<file path="config.mk">
export PLATFORM = sky130hd
export DESIGN_NAME = cla_tap_accum
export DESIGN_NICKNAME = d
export VERILOG_FILES = /design/src/rtl/cla_pkg.sv /design/src/rtl/cla_group4.sv /design/src/rtl/cla_tap_accum.sv
export SDC_FILE = /design/constraint.sdc
export NUM_CORES = 1
export LEC_CHECK = 0
export BUFFER_PORTS_ARGS = -buffer_cell sky130_fd_sc_hd__clkbuf_2
export CAP_MARGIN = 20
export CORE_MARGIN = 3
export CORE_UTILIZATION = 29
export CTS_CLUSTER_DIAMETER = 120
export DETAILED_ROUTE_END_ITERATION = 6
export GPL_TIMING_DRIVEN = 0
export SYNTH_ARGS = -nofsm -noshare
export SYNTH_HDL_FRONTEND = slang
export SYNTH_SLANG_ARGS = --single-unit
export TNS_END_PERCENT = 50
</file>
<file path="constraint.sdc">
create_clock -name clk -period 2.95 [get_ports clk]
set_input_delay 0.295 -clock clk [delete_from_list [all_inputs] [get_ports clk]]
set_output_delay 0.295 -clock clk [all_outputs]
set_load 0.02 [all_outputs]
</file>
<file path="src/rtl/cla_pkg.sv">
// Shared types and helpers for the carry-lookahead tap accumulator.
package cla_pkg;

    typedef enum logic [1:0] {
        IDLE  = 2'd0,
        ACCUM = 2'd1,
        HOLD  = 2'd2
    } state_e;

    localparam int CLA_GRP_W = 4;

    // Carry out of a lookahead group from its group propagate/generate and carry-in.
    function automatic logic cla_group_carry(input logic grp_p, input logic grp_g, input logic cin);
        return grp_g | (grp_p & cin);
    endfunction

endpackage

</file>
<file path="src/rtl/cla_group4.sv">
// 4-bit carry-lookahead group: sum bits, group propagate/generate and the carry into bit 3.
module cla_group4 (
    input  logic [3:0] a,
    input  logic [3:0] b,
    input  logic       cin,
    output logic [3:0] s,
    output logic       grp_p,
    output logic       grp_g,
    output logic       msb_cin
);

    logic [3:0] p_s;
    logic [3:0] g_s;
    logic [3:0] c_s;

    assign p_s = a ^ b;
    assign g_s = a & b;

    // All internal carries are flattened lookahead terms, not a ripple.
    assign c_s[0] = cin;
    assign c_s[1] = g_s[0] | (p_s[0] & cin);
    assign c_s[2] = g_s[1] | (p_s[1] & g_s[0]) | (p_s[1] & p_s[0] & cin);
    assign c_s[3] = g_s[2] | (p_s[2] & g_s[1]) | (p_s[2] & p_s[1] & g_s[0])
                  | (p_s[2] & p_s[1] & p_s[0] & cin);

    assign s       = p_s ^ c_s;
    assign grp_p   = &p_s;
    assign grp_g   = g_s[3] | (p_s[3] & g_s[2]) | (p_s[3] & p_s[2] & g_s[1])
                   | (p_s[3] & p_s[2] & p_s[1] & g_s[0]);
    assign msb_cin = c_s[3];

endmodule

</file>
<file path="src/rtl/cla_tap_accum.sv">
// Sums TAPS signed products through a CLA adder and emits one sample per frame.
// Defining CLA_OVF_EN adds a sticky per-frame signed-overflow output (ovf).
module cla_tap_accum
    import cla_pkg::*;
#(
    parameter int IN_W  = 16,
    parameter int ACC_W = 36,
    parameter int TAPS  = 8
) (
    input  logic             clk,
    input  logic             rst,
    input  logic             in_valid,
    output logic             in_ready,
    input  logic [IN_W-1:0]  in_data,
    output logic             out_valid,
    input  logic             out_ready,
    output logic [ACC_W-1:0] out_data,
`ifdef CLA_OVF_EN
    output logic             ovf,
`endif
    output logic             busy
);

    localparam int NG    = ACC_W / CLA_GRP_W;
    localparam int CNT_W = $clog2(TAPS);
    localparam logic [CNT_W-1:0] LAST_CNT = CNT_W'(TAPS - 1);

    state_e            state_q;
    logic [ACC_W-1:0]  acc_q;
    logic [ACC_W-1:0]  acc_d;
    logic [CNT_W-1:0]  cnt_q;
    logic              out_valid_q;
    logic [ACC_W-1:0]  out_data_q;
    logic              in_ready_q;
    logic              busy_q;

    logic [ACC_W-1:0]  b_s;
    logic [NG:0]       carry_s;
    logic [NG-1:0]     grp_p_s;
    logic [NG-1:0]     grp_g_s;
    logic [NG-1:0]     msb_cin_s;
    logic              accept_s;

    assign b_s        = ACC_W'($signed(in_data));
    assign accept_s   = in_valid & in_ready_q;
    assign carry_s[0] = 1'b0;

    // Group carries ripple from one lookahead group to the next.
    for (genvar k = 0; k < NG; k++) begin : g_grp
        cla_group4 u_grp (
            .a       (acc_q[k*CLA_GRP_W +: CLA_GRP_W]),
            .b       (b_s[k*CLA_GRP_W +: CLA_GRP_W]),
            .cin     (carry_s[k]),
            .s       (acc_d[k*CLA_GRP_W +: CLA_GRP_W]),
            .grp_p   (grp_p_s[k]),
            .grp_g   (grp_g_s[k]),
            .msb_cin (msb_cin_s[k])
        );
        assign carry_s[k+1] = cla_group_carry(grp_p_s[k], grp_g_s[k], carry_s[k]);
    end

`ifdef CLA_OVF_EN
    logic ovf_s;
    logic ovf_frm_q;
    logic ovf_q;

    assign ovf_s = msb_cin_s[NG-1] ^ carry_s[NG];
    assign ovf   = ovf_q;

    // Sticky overflow tracking, latched into ovf alongside out_data.
    always_ff @(posedge clk) begin
        if (rst) begin
            ovf_frm_q <= 1'b0;
            ovf_q     <= 1'b0;
        end else begin
            case (state_q)
                IDLE: begin
                    if (accept_s) begin
                        ovf_frm_q <= 1'b0;
                    end
                end
                ACCUM: begin
                    if (accept_s) begin
                        ovf_frm_q <= ovf_frm_q | ovf_s;
                        if (cnt_q == LAST_CNT) begin
                            ovf_q <= ovf_frm_q | ovf_s;
                        end
                    end
                end
                HOLD: begin
                    if (out_ready) begin
                        ovf_frm_q <= 1'b0;
                        ovf_q     <= 1'b0;
                    end
                end
                default: begin
                    ovf_frm_q <= 1'b0;
                    ovf_q     <= 1'b0;
                end
            endcase
        end
    end
`endif

    // Frame FSM: accumulate TAPS products, then hold the sample until taken.
    always_ff @(posedge clk) begin
        if (rst) begin
            state_q     <= IDLE;
            acc_q       <= '0;
            cnt_q       <= '0;
            out_valid_q <= 1'b0;
            out_data_q  <= '0;
            in_ready_q  <= 1'b1;
            busy_q      <= 1'b0;
        end else begin
            case (state_q)
                IDLE: begin
                    if (accept_s) begin
                        acc_q   <= b_s;
                        cnt_q   <= CNT_W'(1);
                        busy_q  <= 1'b1;
                        state_q <= ACCUM;
                    end
                end
                ACCUM: begin
                    if (accept_s) begin
                        acc_q <= acc_d;
                        if (cnt_q == LAST_CNT) begin
                            // Counter parks at zero so it never exceeds TAPS-1 in HOLD.
                            cnt_q       <= '0;
                            out_data_q  <= acc_d;
                            out_valid_q <= 1'b1;
                            in_ready_q  <= 1'b0;
                            state_q     <= HOLD;
                        end else begin
                            cnt_q <= cnt_q + CNT_W'(1);
                        end
                    end
                end
                HOLD: begin
                    if (out_ready) begin
                        out_valid_q <= 1'b0;
                        acc_q       <= '0;
                        cnt_q       <= '0;
                        in_ready_q  <= 1'b1;
                        busy_q      <= 1'b0;
                        state_q     <= IDLE;
                    end
                end
                default: begin
                    state_q     <= IDLE;
                    acc_q       <= '0;
                    cnt_q       <= '0;
                    out_valid_q <= 1'b0;
                    in_ready_q  <= 1'b1;
                    busy_q      <= 1'b0;
                end
            endcase
        end
    end

    assign in_ready  = in_ready_q;
    assign out_valid = out_valid_q;
    assign out_data  = out_data_q;
    assign busy      = busy_q;

endmodule

</file>
==> results.md <==
- Via density: 5.23
- First-pass GRT wire length: 24600 µm
- Nets: 751
- DIE HEIGHT: 136 µm
- Ant diodes: 0
- Tightest Pin Transition: 892 ps
- Die area: 18400 µm²
- Initial Util: 30.2%
- Max-slew headroom at the worst pin: 40.3%
- Setup TNS: 0 ps
- H-tree levels: 3
- Run status: complete, no violations
- Fmax: 342 MHz
- LEAKAGE: 2.46 nW
- Tot GR Track Use: 17.3%
- Distinct cells, synth: 62
- Top post-synthesis cells by area: dfxtp_1 33%, ha_1 9.5%, a21oi_1 7.0%
- Gr ovfl total: 0
- Endpoint class of the critical path: flip-flop
- Asr flop ratio synth: 0%
- DR WL/cell: 18.1 µm
- Syn Nets: 667
- Ratio of cells with drive above 1 in the final layout: 20.1%
- WP data required: 3200 ps
- Most common cell after layout, fill and taps aside: nand2_1
- HPWL Detailed: 11300 µm
- CTS tree: built
- # DRC: 0
- Deepest clock path buffer count: 2
- Critical path class: reg -> reg
- Yosys top cell area share: 32.8%
- RSZ-0062 raised after global routing: true
- Worst Setup Start Kind: flip-flop
- EDFF count, synth: 0
- Core Area: 16200 µm²
- Yosys top cell by area: dfxtp_1
- # IOs: 59
- Post-layout util: 37.9%
- Worst skew pair latency: 350 ps
- Number of global-route vias before repair: 4477
- Commonest non-fill, non-tap cells in the layout: 76 x nand2_1, 75 x dfxtp_1, 67 x nor2_1
- Row count: 46
- Worst min path class: in -> reg
- Critical Path Source: acc_q[8]
- Sequential element share of the synthesized area: 32.8%
- DRC marker count from the first detailed-route iteration: 436
- R2r startpoint: acc_q[8]
- Routed WL: 16400 µm
- Synthesized cell area: 4890 µm²
- VDD IR-drop max: 0.000285 V
- Crit-path max FO: 3
- Final ANT Viol Nets: 0
- Yosys reg bits: 80
- Largest net degree at the start of global routing: 26
- DR vias: 4741
- Hold Fails Final Rpt: 0
- # setup viols final: 0
- Port bufs: 58
- Pwr Density: 507 nW/µm²
- Final max-slew violation count: 0
- # hold bufs at CTS: 0
- Cells after Synth: 601
- Inserted Clock Buffers: 9
- Max-Cap Viols: 0
- CTS Sinks: 80
- Worst EP arrival: 3180 ps
- Initial antenna violation count: 0
- Yosys warns: 0
- Fin crit share: 99.2%
- Overall Power: 3.10 mW
- Hold path startpoint: in_data[14]
- DR pass1 iterations: 7
- Min Tclk post-route: 2930 ps
- Syn Area/Cell: 8.13 µm²
- Main flop type after synthesis: dfxtp_1
- Reg clk slew, reported paths: 70 ps
- Area growth syn-to-layout: 25.4%
- Final GP Congestion: 0.845
- Clk_skew: 11.2 ps
- CTS root buf: clkbuf_16
- Chip Width: 136 µm
routing by layer:
metal,global-route usage [%],part of all wire (%),up-vias
met3,2.56,5.2,22
met2,28.0,46,145
li1,-,-,2344
met5,0,0,-
met1,24.2,47,2230
met4,4.70,1.9,0
stage by stage:
step | worst slack (ps) | hold slack, ps | instance area, µm² | instances
after floorplan | 20.6 | 429 | 4890 | 601
after global placement | -822 | 444 | 5450 | 875
after detailed placement | -899 | 448 | 5450 | 875
after CTS | 0.449 | 266 | 5940 | 898
after global routing | -133 | 305 | 6120 | 906
final | 24.5 | 274 | 6120 | 906
final timing paths:
check,cells past startpoint,slack (ps),endpoint
max,13,20,acc_q[32]
min,3,270,acc_q[14]
max reg2reg,13,20,acc_q[32]
min reg2reg,2,450,out_data[33]
kinds of logic after synthesis:
group                    count (synthesis)  synth area share, %
AND/OR/NAND/NOR                        215                 19.9
AO/OA/AOI/OAI                          174                 23.8
flip-flops                              80                 32.8
buffers and inverters                   53                 4.07
adder cells (fa/ha/maj)                 46                 13.2
XOR/XNOR                                22                 3.94
multiplexers                            11                 2.33
what timing repair did:
action                                  4_1_cts  5_1_grt
gates resized for setup                      21       20
endpoints found under the setup margin       11       13
buffers inserted                              7        9
pin swaps                                     9       20
state kept, by name, summed over array words and instances, names as in the netlist:
signal     flops
cnt_q          3
out_valid      1
acc_q         36
out_data      36
in_ready       1
state_q        2
busy           1
cell type report:
| type | count | area (µm²) |
|---|---|---|
| fill | 1685 | 10000 |
| multi-input combinational | 468 | 3330 |
| sequential | 80 | 1610 |
| timing repair buffer | 74 | 423 |
| tap | 216 | 270 |
| clock buffer | 11 | 243 |
| buffer | 30 | 113 |
| inverter | 22 | 82.6 |
| clock inverter | 5 | 56.3 |
cells in the mapped netlist, types with 2 or more instances:
cell       number
a211o_1         2
a211oi_1       16
a21o_1         11
a21oi_1        68
a21oi_2         3
a221o_1         3
a22oi_1        11
a311o_1         2
a31oi_1         8
and2_1          2
and3_1          3
and4_4          2
buf_1           2
clkbuf_1       29
dfxtp_1        80
fa_1            9
ha_1           37
inv_1          22
mux2_2          3
mux2i_1         8
nand2_1        76
nand3_1        23
nand4_1         4
nor2_1         67
nor3_1         18
nor3b_1         5
nor4_1          3
o2111ai_1       2
o211ai_1        4
o21a_1          3
o21ai_0        17
o21ai_2         2
o22ai_1         2
o31a_1          2
o31ai_1         2
or3_1           4
xnor2_1        16
xor2_1          6
report_power, final:
part / switching [mW] / total, mW / internal [mW] / leakage (nW)
registers: 0.0339 / 1.16 / 1.13 / 0.654
logic: 0.459 / 0.788 / 0.329 / 1.66
clock network: 0.477 / 1.16 / 0.678 / 0.145
total: 0.970 / 3.10 / 2.13 / 2.46
worst max-delay path, cell delays in order (launching register included):
cell      delay (ps)
dfxtp_4          360
ha_4             240
and4_4           200
buf_4            140
a211oi_4         280
a21o_1           220
nand3_2          100
a31oi_4          190
o21bai_1         120
a21oi_2          170
fa_2             460
o21ai_1          130
nor2_1            50
a211oi_1         180
Power figures use the tool's default switching activity.
